==> src/rtl/wb_pkg.sv <==
// Shared write-back definitions: select codes and the buffered entry type.
// Latency: n/a (types and constants only).
// Backpressure: n/a.
package wb_pkg;

  localparam int WB_DATA_W = 32;
  localparam int WB_RD_W   = 5;

  // Candidate source indices into the packed in_data bus.
  localparam logic [2:0] WB_SEL_NORMAL = 3'd0;
  localparam logic [2:0] WB_SEL_SLL    = 3'd1;
  localparam logic [2:0] WB_SEL_ORI    = 3'd2;
  localparam logic [2:0] WB_SEL_JMSUB  = 3'd3;
  localparam logic [2:0] WB_SEL_BNEAL  = 3'd4;
  localparam logic [2:0] WB_SEL_BALRN  = 3'd5;

  // One register-file write: data word plus destination index.
  typedef struct packed {
    logic [WB_DATA_W-1:0] data;
    logic [WB_RD_W-1:0]   rd;
  } wb_entry_t;

endpackage

==> src/rtl/wb_skid_buf.sv <==
// Two-entry valid/ready buffer: an output register backed by one skid entry.
// Latency: 1 cycle from push to pop when the output register is free or draining.
// Backpressure: push_ready drops (registered) only while the skid entry is occupied.
module wb_skid_buf #(
  parameter type entry_t = wb_pkg::wb_entry_t
) (
  input  logic   clk,
  input  logic   reset,
  input  logic   push_valid,
  input  entry_t push_data,
  output logic   push_ready,
  output logic   pop_valid,
  output entry_t pop_data,
  input  logic   pop_ready
);

  logic   skid_valid;
  entry_t skid_data;
  logic   out_free;
  logic   push;

  // The output register can take a new entry when empty or being drained this cycle.
  assign out_free   = !pop_valid || pop_ready;
  assign push_ready = !skid_valid;
  assign push       = push_valid && !skid_valid;

  // Output register refills from the skid entry first so ordering stays FIFO;
  // a stalled output diverts an incoming push into the skid entry.
  always_ff @(posedge clk) begin
    if (reset) begin
      pop_valid  <= 1'b0;
      pop_data   <= '0;
      skid_valid <= 1'b0;
      skid_data  <= '0;
    end else if (out_free) begin
      if (skid_valid) begin
        pop_valid  <= 1'b1;
        pop_data   <= skid_data;
        skid_valid <= 1'b0;
      end else if (push) begin
        pop_valid <= 1'b1;
        pop_data  <= push_data;
      end else begin
        pop_valid <= 1'b0;
      end
    end else if (push) begin
      skid_valid <= 1'b1;
      skid_data  <= push_data;
    end
  end

endmodule

==> src/rtl/wb_select_stage.sv <==
// Registered write-back source selector with $0 filtering and illegal-select reporting.
// Latency: 1 cycle for a legal, non-$0 transfer when the output register is free.
// Backpressure: in_ready (registered) is low while the skid entry holds data; in_* is then ignored.
module wb_select_stage
  import wb_pkg::*;
#(
  parameter int DATA_W = 32,
  parameter int N_SRC  = 6,
  parameter int SEL_W  = 3,
  parameter int RD_W   = 5,
  parameter int ERR_W  = 8
) (
  input  logic                    clk,
  input  logic                    reset,
  input  logic [N_SRC*DATA_W-1:0] in_data,
  input  logic [SEL_W-1:0]        in_sel,
  input  logic [RD_W-1:0]         in_rd,
  input  logic                    in_valid,
  output logic                    in_ready,
  output logic [DATA_W-1:0]       out_data,
  output logic [RD_W-1:0]         out_rd,
  output logic                    out_valid,
  input  logic                    out_ready,
  output logic                    sel_err,
  output logic [ERR_W-1:0]        err_count
);

  typedef struct packed {
    logic [DATA_W-1:0] data;
    logic [RD_W-1:0]   rd;
  } entry_t;

  localparam logic [SEL_W:0] N_SRC_V = (SEL_W+1)'(N_SRC);

  logic              accept;
  logic              legal;
  logic              push_valid;
  logic              push_ready;
  logic [DATA_W-1:0] sel_data;
  entry_t            push_data;
  entry_t            pop_data;

  assign in_ready   = push_ready;
  assign accept     = in_valid && push_ready;
  assign legal      = {1'b0, in_sel} < N_SRC_V;
  // $0 writes and illegal selects are consumed here and never reach the buffer.
  assign push_valid = accept && legal && (in_rd != '0);
  assign push_data  = '{data: sel_data, rd: in_rd};
  assign out_data   = pop_data.data;
  assign out_rd     = pop_data.rd;

  // Explicit compare per source keeps the part-select in range for any in_sel.
  always_comb begin
    sel_data = '0;
    for (int k = 0; k < N_SRC; k++) begin
      if (in_sel == SEL_W'(k)) sel_data = in_data[k*DATA_W +: DATA_W];
    end
  end

  // Illegal-select pulse for the cycle after the accept, plus a saturating tally.
  always_ff @(posedge clk) begin
    if (reset) begin
      sel_err   <= 1'b0;
      err_count <= '0;
    end else begin
      sel_err <= accept && !legal;
      if (accept && !legal && (err_count != '1)) err_count <= err_count + 1'b1;
    end
  end

  wb_skid_buf #(.entry_t(entry_t)) u_skid (
    .clk        (clk),
    .reset      (reset),
    .push_valid (push_valid),
    .push_data  (push_data),
    .push_ready (push_ready),
    .pop_valid  (out_valid),
    .pop_data   (pop_data),
    .pop_ready  (out_ready)
  );

endmodule
==> config.mk <==
export PLATFORM = sky130hd
export DESIGN_NAME = wb_select_stage
export DESIGN_NICKNAME = d
export VERILOG_FILES = /design/src/rtl/wb_pkg.sv /design/src/rtl/wb_skid_buf.sv /design/src/rtl/wb_select_stage.sv
export SDC_FILE = /design/constraint.sdc
export NUM_CORES = 1
export LEC_CHECK = 0
export CAP_MARGIN = 20
export CORE_ASPECT_RATIO = 0.75
export CORE_MARGIN = 10
export CORE_UTILIZATION = 41
export CTS_CLUSTER_SIZE = 12
export DETAILED_ROUTE_END_ITERATION = 8
export PLACE_DENSITY_LB_ADDON = 0.1
export SLEW_MARGIN = 20
export SYNTH_ARGS = -nofsm -noshare
export SYNTH_HDL_FRONTEND = slang
export SYNTH_SLANG_ARGS = --single-unit
==> constraint.sdc <==
create_clock -name clk -period 2.68 [get_ports clk]
set_input_delay 0.536 -clock clk [delete_from_list [all_inputs] [get_ports clk]]
set_output_delay 0.536 -clock clk [all_outputs]
set_load 0.02 [all_outputs]
==> reports/metrics.yaml, run 1 <==
cts_resized: 0
viasPerCell: 5.77
synthDistinctLibCells: 45
leakage_uw: 0.00300
antenna_found_initial: 0
skew_ns: 0.00533
outcome: "completed"
grt_pass1_wl_mm: 32.9
synthCells: 662
rsz0062_at_grt: "false"
busiest_layer: "met2"
hold_violations: 0
die_x_um: 157
ant_nets: 0
clk_pin_slew_ns: 0.06
holdCritStartpoint: "u_skid.skid_data[2]"
die_area_um2: 19400
ir_drop_uv: 324
synth_simple_gate_area_share_pct: 11.6
num_io_pins: 252
cp_num_buf_inv: 1
cp_data_required_time_ns: 2.86
path_cells: "clkdlybuf4s50_1 > or3_4 > o31a_2 > a21oi_1 > a211oi_2"
layout-drive-gt1-share_pct: 9.74
synth_adder_area_share_pct: 0.216
fin_crit_sh_pct: 83.6
synthXorXnorAreaFrac_pct: 0.755
root_buffer: "clkbuf_16"
final_cell_mix: "clkdlybuf4s50_1, o21ai_0, dfxtp_1, a21oi_1, mux2i_1"
cts_tree: "done"
cp.arrival_ns: 2.42
synth_top_family_by_area: "compound AO/OA/AOI/OAI gates"
grtUsageMet2_pct: 37.1
fmaxAchievable_ghz: 0.446
place_hpwl_mm: 15.7
vias: 6052
drt-initial-drc-count: 340
fin_crit_ns: 2.24
drv_cap: 0
grt_max_degree: 69
cp_slowest_cell: "o31a_2"
finish.utilization_pct: 62.3
path_class: "in2reg"
grt_overflow: 0
tns_ns: 0
first_pass_iters: 5
crit_fanout: 37
clkSinkCount: 85
ys_ff_latch: 85
port-buffer-count: 251
syn_area_per_cell_um2: 8.76
fp.dieH_um: 123
diodes: 0
cp_top_family: "compound AO/OA/AOI/OAI gates"
muxShareOfSynthArea_pct: 12.1
slew_violations: 0
cts_made_buffers: 9
grt_pass1_vias: 6404
cts_hold_buf: 0
synth_compound_area_share_pct: 38.4
seq_area_frac_synth_pct: 29.3
p_per_area_nw_per_um2: 410
start_util_pct: 42.0
worst_pin_slew_ns: 0.821
routed_wl_mm: 21.0
grt_util_met1_pct: 23.9
h-tree-depth: 3
clk-insertion-delay-late_ns: 0.33
coreArea_um2: 13800
drc: 0
r2r_start: "u_skid.skid_valid"
globalplace.congestion: 0.822
startpoint_type: "primary input"
crit_path_end_kind: "flop"
avgRoutedWirePerCell_um: 20.1
clockBufferDepth: 2
hold_path_class: "reg2reg"
relSlewSlack_pct: 45.3
num_rows: 37
syn_area_um2: 5800
setup_viol: 0
syn_to_final_growth_pct: 48.3
yosys_warnings: 0
layout_commonest_cell: "clkdlybuf4s50_1"
gr-usage-met3_pct: 6.94
critPathLaunch: "in_rd[4]"
critPathMaxStageDelay_ns: 0.59
synth_nets: 867
cts_setup_buffers: 0
grt_use_total_pct: 20.8
nets: 1074
## report_power, final
group / switching [uW] / leakage (uW) / internal (uW)
logic: 469 / 0.00218 / 538
clock network: 499 / 0.000135 / 674
registers: 29.2 / 0.000692 / 1320
total: 997 / 0.00300 / 2530
## path summary, 6_finish.rpt
kind | end | slack, ns | depth (start not counted)
worst min register to register | u_skid.skid_data[2] | 0.49 | 2
worst max register to register | u_skid.pop_data[27] | 0.73 | 5
worst max-delay path | u_skid.skid_data[31] | 0.44 | 5
worst min-delay path | u_skid.skid_data[2] | 0.49 | 2
## Yosys cell counts, drive strengths merged
cell type	n	area, um2
a211oi	69	668
a21boi	1	7.51
a21oi	71	355
and3	3	18.8
and3b	1	8.76
and4b	1	10.0
and4bb	1	12.5
buf	39	283
clkbuf	38	148
dfxtp	85	1700
ha	1	12.5
inv	2	7.51
mux2i	70	701
nand2	3	11.3
nand2b	3	18.8
nand3	8	40.0
nand3b	32	240
nand4	1	6.26
nand4b	1	8.76
nor2	14	55.1
nor2b	33	206
nor3	1	5.00
o211ai	3	22.5
o21ai	103	515
o221a	1	11.3
o22ai	1	12.5
o2bb2ai	32	280
o31a	1	8.76
o31ai	2	28.8
o41ai	32	318
or3	2	17.5
or4	2	15.0
xnor2	1	8.76
xor2	4	35.0
## flip-flops by register name, indices dropped and copies added (netlist names)
name and count:
sel_err 1, err_count 8, u_skid.skid_valid 1, u_skid.skid_data 37, u_skid.pop_valid 1, u_skid.pop_data 37
## through the flow
stage | setup WS [ns] | instance area (um2) | std cells | hold WS (ns) | total power, uW
2_1_floorplan | 0.883 | 5800 | 662 | 0.454 | 1890
3_3_place_gp | 0.114 | 8300 | 1032 | 0.472 | 2360
3_5_place_dp | 0.00862 | 8300 | 1032 | 0.474 | 2390
4_1_cts | 0.372 | 8580 | 1047 | 0.484 | 3560
5_1_grt | 0.351 | 8600 | 1048 | 0.498 | 3690
6_report | 0.439 | 8600 | 1048 | 0.486 | 3530
## routing by layer
metal / share of wire, % / wire length (um) / up-vias
met4: 0.82 / 173 / 0
met5: 0 / 0 / -
met1: 41 / 8640 / 2851
met2: 50 / 10400 / 223
li1: - / - / 2966
met3: 8.3 / 1750 / 12
## worst reg2reg max path, cell delays in order (launching register included)
cell     delay, ns
dfxtp_2       0.33
buf_4         0.47
or3_1         0.28
o22ai_4       0.09
buf_12        0.22
o41ai_1       0.45
## area by class of cell
| type | instances | area (um2) |
|---|---|---|
| Fill cell | 1154 | 5190 |
| Sequential cell | 85 | 1700 |
| Clock inverter | 3 | 21.3 |
| Timing Repair Buffer | 273 | 2720 |
| Tap cell | 175 | 219 |
| Inverter | 2 | 7.51 |
| Multi-Input combinational cell | 498 | 3680 |
| Clock buffer | 12 | 256 |
## kinds of logic (layout without fill, tap and decap cells)
| group | after synthesis | after routing |
|---|---|---|
| AO/OA/AOI/OAI | 316 | 316 |
| XOR/XNOR | 5 | 5 |
| adder cells (fa/ha/maj) | 1 | 1 |
| buffers and inverters | 79 | 290 |
| flip-flops | 85 | 85 |
| multiplexers | 70 | 70 |
| AND/OR/NAND/NOR | 106 | 106 |
Power figures use the tool's default switching activity.
==> run 2: changes to the inputs <==
--- a/config.mk
+++ b/config.mk
@@ -8,7 +8,7 @@
 export CAP_MARGIN = 20
 export CORE_ASPECT_RATIO = 0.75
 export CORE_MARGIN = 10
-export CORE_UTILIZATION = 41
+export CORE_UTILIZATION = 39
 export CTS_CLUSTER_SIZE = 12
 export DETAILED_ROUTE_END_ITERATION = 8
 export PLACE_DENSITY_LB_ADDON = 0.1
==> constraint.sdc (replaced) <==
create_clock -name clk -period 1.9 [get_ports clk]
set_input_delay 0.38 -clock clk [delete_from_list [all_inputs] [get_ports clk]]
set_output_delay 0.38 -clock clk [all_outputs]
set_load 0.02 [all_outputs]
==> run 2 against run 1 <==
Net effect: sequential power rose by 41%; worst setup slack worse by 0.42 ns; clock-buffer cell count shrank 1; highest routed layer unchanged; core utilization is 0.97 points higher; largest power group is now clock; largest cell class unchanged; critical path depth rose by 2; clock skew up 0.0029 ns.
==> reports/metrics.yaml, run 2 (synthesis results as in run 1) <==
outcome: "completed"
ant_nets: 0  # unchanged
fmaxAchievable_ghz: 0.531
grt_overflow: 0  # unchanged
p_sw_uw: 1470  # +48%
place_ws_ns: -0.497  # -0.506 ns
r2r_start: "u_skid.pop_valid"
antenna_found_initial: 0  # unchanged
coreArea_um2: 14500  # +5.1%
nets: 1115  # +3.8%
r2r-end: "u_skid.skid_data[13]"
drc: 0  # unchanged
drt-initial-drc-count: 359  # +5.6%
cp_data_required_time_ns: 2.16  # -0.70 ns
first_pass_iters: 5  # unchanged
layout_commonest_cell: "clkdlybuf4s50_1"
viasPerCell: 5.61  # -2.9%
num_rows: 38  # +2.7%
start_util_pct: 40.0  # -2.0 points
r2r_slack_ns: 0.25  # -0.48 ns
avgRoutedWirePerCell_um: 19.6  # -2.2%
layout-drive-gt1-share_pct: 14.4  # +4.7 points
port-buffer-count: 251  # unchanged
clk-insertion-delay-late_ns: 0.34  # about the same
whs_path_depth: 2  # unchanged
hold_path_class: "in2reg"
clockBufferDepth: 2  # unchanged
diodes: 0  # unchanged
clkSinkCount: 85  # unchanged
startpoint_type: "primary input"
fin_crit_ns: 1.88
finish.utilization_pct: 63.3  # +0.97 points
ir_drop_uv: 376  # +16%
grt_max_degree: 46  # -33%
vias: 6250  # +3.3%
relSlewSlack_pct: 75.0  # +30 points
globalplace.congestion: 0.828  # +0.68%
crit_path_end_kind: "flop"
num_io_pins: 252  # unchanged
routed_wl_mm: 21.9  # +4.1%
critPathLaunch: "in_rd[4]"
crit_fanout: 16  # -57%
h-tree-depth: 3  # unchanged
slew_violations: 0  # unchanged
clk_pin_slew_ns: 0.07  # about the same
r2r_cells: 6  # +1
setup_viol: 0  # unchanged
crit_end: "u_skid.skid_data[13]"
cts_hold_buf: 0  # unchanged
p_int_uw: 3910  # +54%
place_hpwl_mm: 16.4  # +4.7%
cp.arrival_ns: 2.14  # -0.28 ns
root_buffer: "clkbuf_16"
leakage_uw: 0.00330  # +9.8%
fin_crit_sh_pct: 99.0
drv_cap: 0  # unchanged
worst_pin_slew_ns: 0.374  # -0.447 ns
seq_power_share_pct: 35.4  # -2.9 points
clkPwrFrac_pct: 35.9  # +2.7 points
syn_to_final_growth_pct: 58.3
cts_tree: "done"
final_cell_mix: "clkdlybuf4s50_1, o21ai_0, dfxtp_1, a21oi_1, mux2i_1"
hold_violations: 0  # unchanged
cts_made_buffers: 9  # unchanged
swShare_pct: 27.4  # -0.87 points
reg.largest.list: "u_skid.pop_data (37), u_skid.skid_data (37), err_count (8)"
grt_use_total_pct: 20.6  # -0.22 points
comb_power_share_pct: 28.7  # +0.2 points
path_class: "in2reg"
holdWs_ns: 0.435  # -0.0506 ns
grt_pass1_wl_mm: 34.4  # +4.6%
fin_ws_ns: 0.0184  # -0.421 ns
die_x_um: 161  # +2.2%
skew_ns: 0.00820  # +0.00287 ns
grt_pass1_vias: 6528  # +1.9%
fp.dieH_um: 126  # +2.1%
p_per_area_nw_per_um2: 586  # +43%
die_area_um2: 20200  # +4.4%
==> run 2: cell count changes in the layout (fill, tap and decap cells not counted), moves of 2 or more <==
cell	previous run	this run
buf_12	4	15
buf_4	20	46
buf_6	0	2
bufinv_16	0	2
clkdlybuf4s50_1	248	246
dlymetal6s2s_1	0	2
o41ai_1	27	25
o41ai_2	5	7
==> run 2: worst min-delay path by stage <==
stage	startpoint	to	slack (ns)
final	reset	err_count[3]	0.44
after global routing	reset	err_count[1]	0.44
after CTS	reset	err_count[3]	0.42
after detailed placement	u_skid.skid_data[4]	u_skid.skid_data[4]	0.47
after global placement	u_skid.skid_data[2]	u_skid.skid_data[2]	0.46
after floorplan	u_skid.skid_data[0]	u_skid.skid_data[0]	0.45
==> run 2: cell type report <==
class                      count  area, um2
clock buffer                  11        243
clock inverter                 5       82.6
fill                        1241       5320
timing repair buffer         313       3190
multi-input combinational    499       3710
inverter                       2       7.51
tap                          200        250
sequential                    85       1700
==> run 2: stage by stage <==
step / TNS, ns / instance area [um2] / std cells / power (uW)
floorplan: 0 / 5800 / 662 / 2660
global placement: -21.24 / 8700 / 1092 / 3410
detailed placement: -26.72 / 8700 / 1092 / 3440
CTS: 0 / 9040 / 1109 / 5380
global route: -0.00559 / 9180 / 1115 / 5600
finish: 0 / 9180 / 1115 / 5380
==> run 2: critical path, stage by stage <==
cell and delay, ns:
clkdlybuf4s50_1 0.43, or3_4 0.43, o31ai_4 0.27, buf_4 0.18, nor2_4 0.04, buf_12 0.17
a211oi_2 0.23
==> run 2: timing repair <==
| action | in CTS | in global routing |
|---|---|---|
| endpoints found under the setup margin | 34 | 59 |
| gates cloned | 1 | 1 |
| setup buffers | 0 | 5 |
| pin swaps | 0 | 7 |
| resized for setup | 2 | 10 |
==> run 2: per-layer routing <==
metal	vias to the layer above	wire length, um	GRT usage [%]
met4	0	276	4.43
met3	21	1730	7.51
met1	2945	9380	24.3
met2	236	10500	35.0
met5	-	0	0
li1	3048	-	-
==> run 2: power by group through the flow <==
stage	clock network, uW	logic (uW)	registers, uW
floorplan	0	656	2010
global placement	0	1470	1940
detailed placement	0	1500	1940
CTS	1960	1510	1900
global route	2030	1660	1910
finish	1930	1540	1900
==> run 3: changes to the inputs <==
--- a/config.mk
+++ b/config.mk
@@ -8,7 +8,8 @@
 export CAP_MARGIN = 20
 export CORE_ASPECT_RATIO = 0.75
 export CORE_MARGIN = 10
-export CORE_UTILIZATION = 39
+export CORE_UTILIZATION = 40
+export CTS_BUF_LIST = sky130_fd_sc_hd__clkbuf_4 sky130_fd_sc_hd__clkbuf_8
 export CTS_CLUSTER_SIZE = 12
 export DETAILED_ROUTE_END_ITERATION = 8
 export PLACE_DENSITY_LB_ADDON = 0.1
==> constraint.sdc (replaced) <==
create_clock -name clk -period 1.7 [get_ports clk]
set_input_delay 0.34 -clock clk [delete_from_list [all_inputs] [get_ports clk]]
set_output_delay 0.34 -clock clk [all_outputs]
set_load 0.02 [all_outputs]
==> run 3 against run 2 <==
Net effect: worst hold slack got worse by 0.048 ns; total power up 0.31%; register-to-register slack worse by 0.13 ns; core utilization grew 1.8 points; first-iteration DRC count decreased by 25%.
==> reports/metrics.yaml, run 3 (synthesis results as in run 1) <==
final_cell_mix: "clkdlybuf4s50_1, o21ai_0, dfxtp_1, a21oi_1, mux2i_1"
cts_hold_buf: 0  # unchanged
fin_ws_ns: 0.0337  # +0.0154 ns
drv_cap: 0  # unchanged
crit_fanout: 19  # +3
grt_overflow: 0  # unchanged
syn_to_final_growth_pct: 60.7
post_dp_cell_area_um2: 8780  # +0.95%
cts_tree: "done"
fin_crit_sh_pct: 98.0
reg.largest.list: "u_skid.pop_data (37), u_skid.skid_data (37), err_count (8)"
grt_pass1_wl_mm: 34.7  # +0.98%
drt-initial-drc-count: 270  # -25%
cp.arrival_ns: 1.92  # -0.22 ns
diodes: 0  # unchanged
fmaxAchievable_ghz: 0.600
port-buffer-count: 251  # unchanged
clockBufferDepth: 2  # unchanged
cp_data_required_time_ns: 1.95  # -0.21 ns
fillCellCount: 1162  # -6.4%
stdcell_count: 1126  # +0.99%
leakage_uw: 0.00372  # +13%
grt_pass1_vias: 6499  # -0.44%
relSlewSlack_pct: 71.8  # -3.2 points
p_per_area_nw_per_um2: 579  # -1.2%
coreArea_um2: 14300  # -1.3%
r2r_slack_ns: 0.12  # -0.13 ns
place_hpwl_mm: 16.5  # +0.22%
worst_pin_slew_ns: 0.419  # +0.0450 ns
layout-drive-gt1-share_pct: 16.3  # +1.9 points
ir_drop_uv: 344  # -8.6%
ant_nets: 0  # unchanged
critPathLaunch: "in_valid"
grt_max_degree: 48  # +4.3%
crit_end: "u_skid.pop_data[20]"
placed_cells: 1098  # +0.55%
die_area_um2: 19800  # -2.1%
vias: 6352  # +1.6%
hold_violations: 0  # unchanged
avgRoutedWirePerCell_um: 20.2  # +3.1%
first_pass_iters: 4  # -1
r2r-end: "u_skid.pop_data[5]"
num_io_pins: 252  # unchanged
drc: 0  # unchanged
layout_commonest_cell: "clkdlybuf4s50_1"
start_util_pct: 40.5  # +0.53 points
tns_ns: 0  # unchanged
grt_use_total_pct: 21.0  # +0.40 points
whs_path_depth: 2  # unchanged
slew_violations: 0  # unchanged
fp.dieH_um: 124  # -1.1%
clk_pin_slew_ns: 0.09  # +0.02 ns
cts_made_buffers: 9  # unchanged
routed_wl_mm: 22.8  # +4.2%
skew_ns: 0.00617  # -0.00203 ns
globalplace.congestion: 0.834  # +0.71%
nets: 1126  # +0.99%
hold_path_class: "in2reg"
holdWs_ns: 0.388  # -0.0475 ns
num_rows: 38  # unchanged
path_class: "in2reg"
place_ws_ns: -0.784  # -0.287 ns
root_buffer: "clkbuf_8"
holdCritStartpoint: "reset"
clkSinkCount: 85  # unchanged
h-tree-depth: 3  # unchanged
die_x_um: 159  # -1.1%
viasPerCell: 5.64  # +0.64%
clk-insertion-delay-late_ns: 0.36  # +0.02 ns
antenna_found_initial: 0  # unchanged
startpoint_type: "primary input"
setup_viol: 0  # unchanged
r2r_start: "u_skid.skid_valid"
outcome: "completed"
r2r_cells: 6  # unchanged
crit_path_end_kind: "flop"
fin_crit_ns: 1.67
stdcell_area_um2: 9320  # +1.5%
==> run 3: how the worst min path moves through the flow <==
stage / to / slack (ns)
final: err_count[1] / 0.39
after floorplan: u_skid.skid_data[0] / 0.45
after global routing: u_skid.skid_data[3] / 0.41
after global placement: u_skid.skid_data[4] / 0.46
after CTS: err_count[1] / 0.39
after detailed placement: u_skid.skid_data[0] / 0.48
==> run 3: layout make-up <==
cell class / count / area (um2) / area share [%]
Clock buffer: 12 / 153 / 1.64
Clock inverter: 4 / 47.5 / 0.510
Inverter: 2 / 7.51 / 0.0805
Multi-Input combinational cell: 499 / 3770 / 40.5
Sequential cell: 85 / 1710 / 18.3
Tap cell: 200 / 250 / 2.68
Timing Repair Buffer: 324 / 3390 / 36.3
==> run 3: through the flow <==
stage | util (%) | power [uW]
final | 65.1 | 5390
after global routing | 65.1 | 5630
after CTS | 63.5 | 5350
after detailed placement | 61.4 | 3870
after global placement | 61.4 | 3830
after floorplan | - | 2980
==> run 3: power by group <==
part           total [uW]  internal (uW)  switching, uW
Clock                1490            749            739
Combinational        1780            975            809
Sequential           2120           2080           44.7
Total                5390           3800           1590
==> run 3: repair_timing <==
action,4_1_cts,5_1_grt
cloned,2,3
setup buffers,5,2
hold endpoints to repair,0,0
endpoints found under the setup margin,76,64
gates resized for setup,23,33
pin swaps,4,1
==> run 3: worst max-delay path, cell delays in order <==
cell and delay, ns:
clkdlybuf4s50_1 0.54, a21boi_4 0.23, o22ai_4 0.09, buf_12 0.15, clkbuf_16 0.19, o41ai_1 0.37
==> run 3: routing by layer <==
metal | GRT usage [%] | share of wire, %
met4 | 5.22 | 1.8
met3 | 7.53 | 7.9
met2 | 34.2 | 47
met5 | 0 | 0
met1 | 25.7 | 44
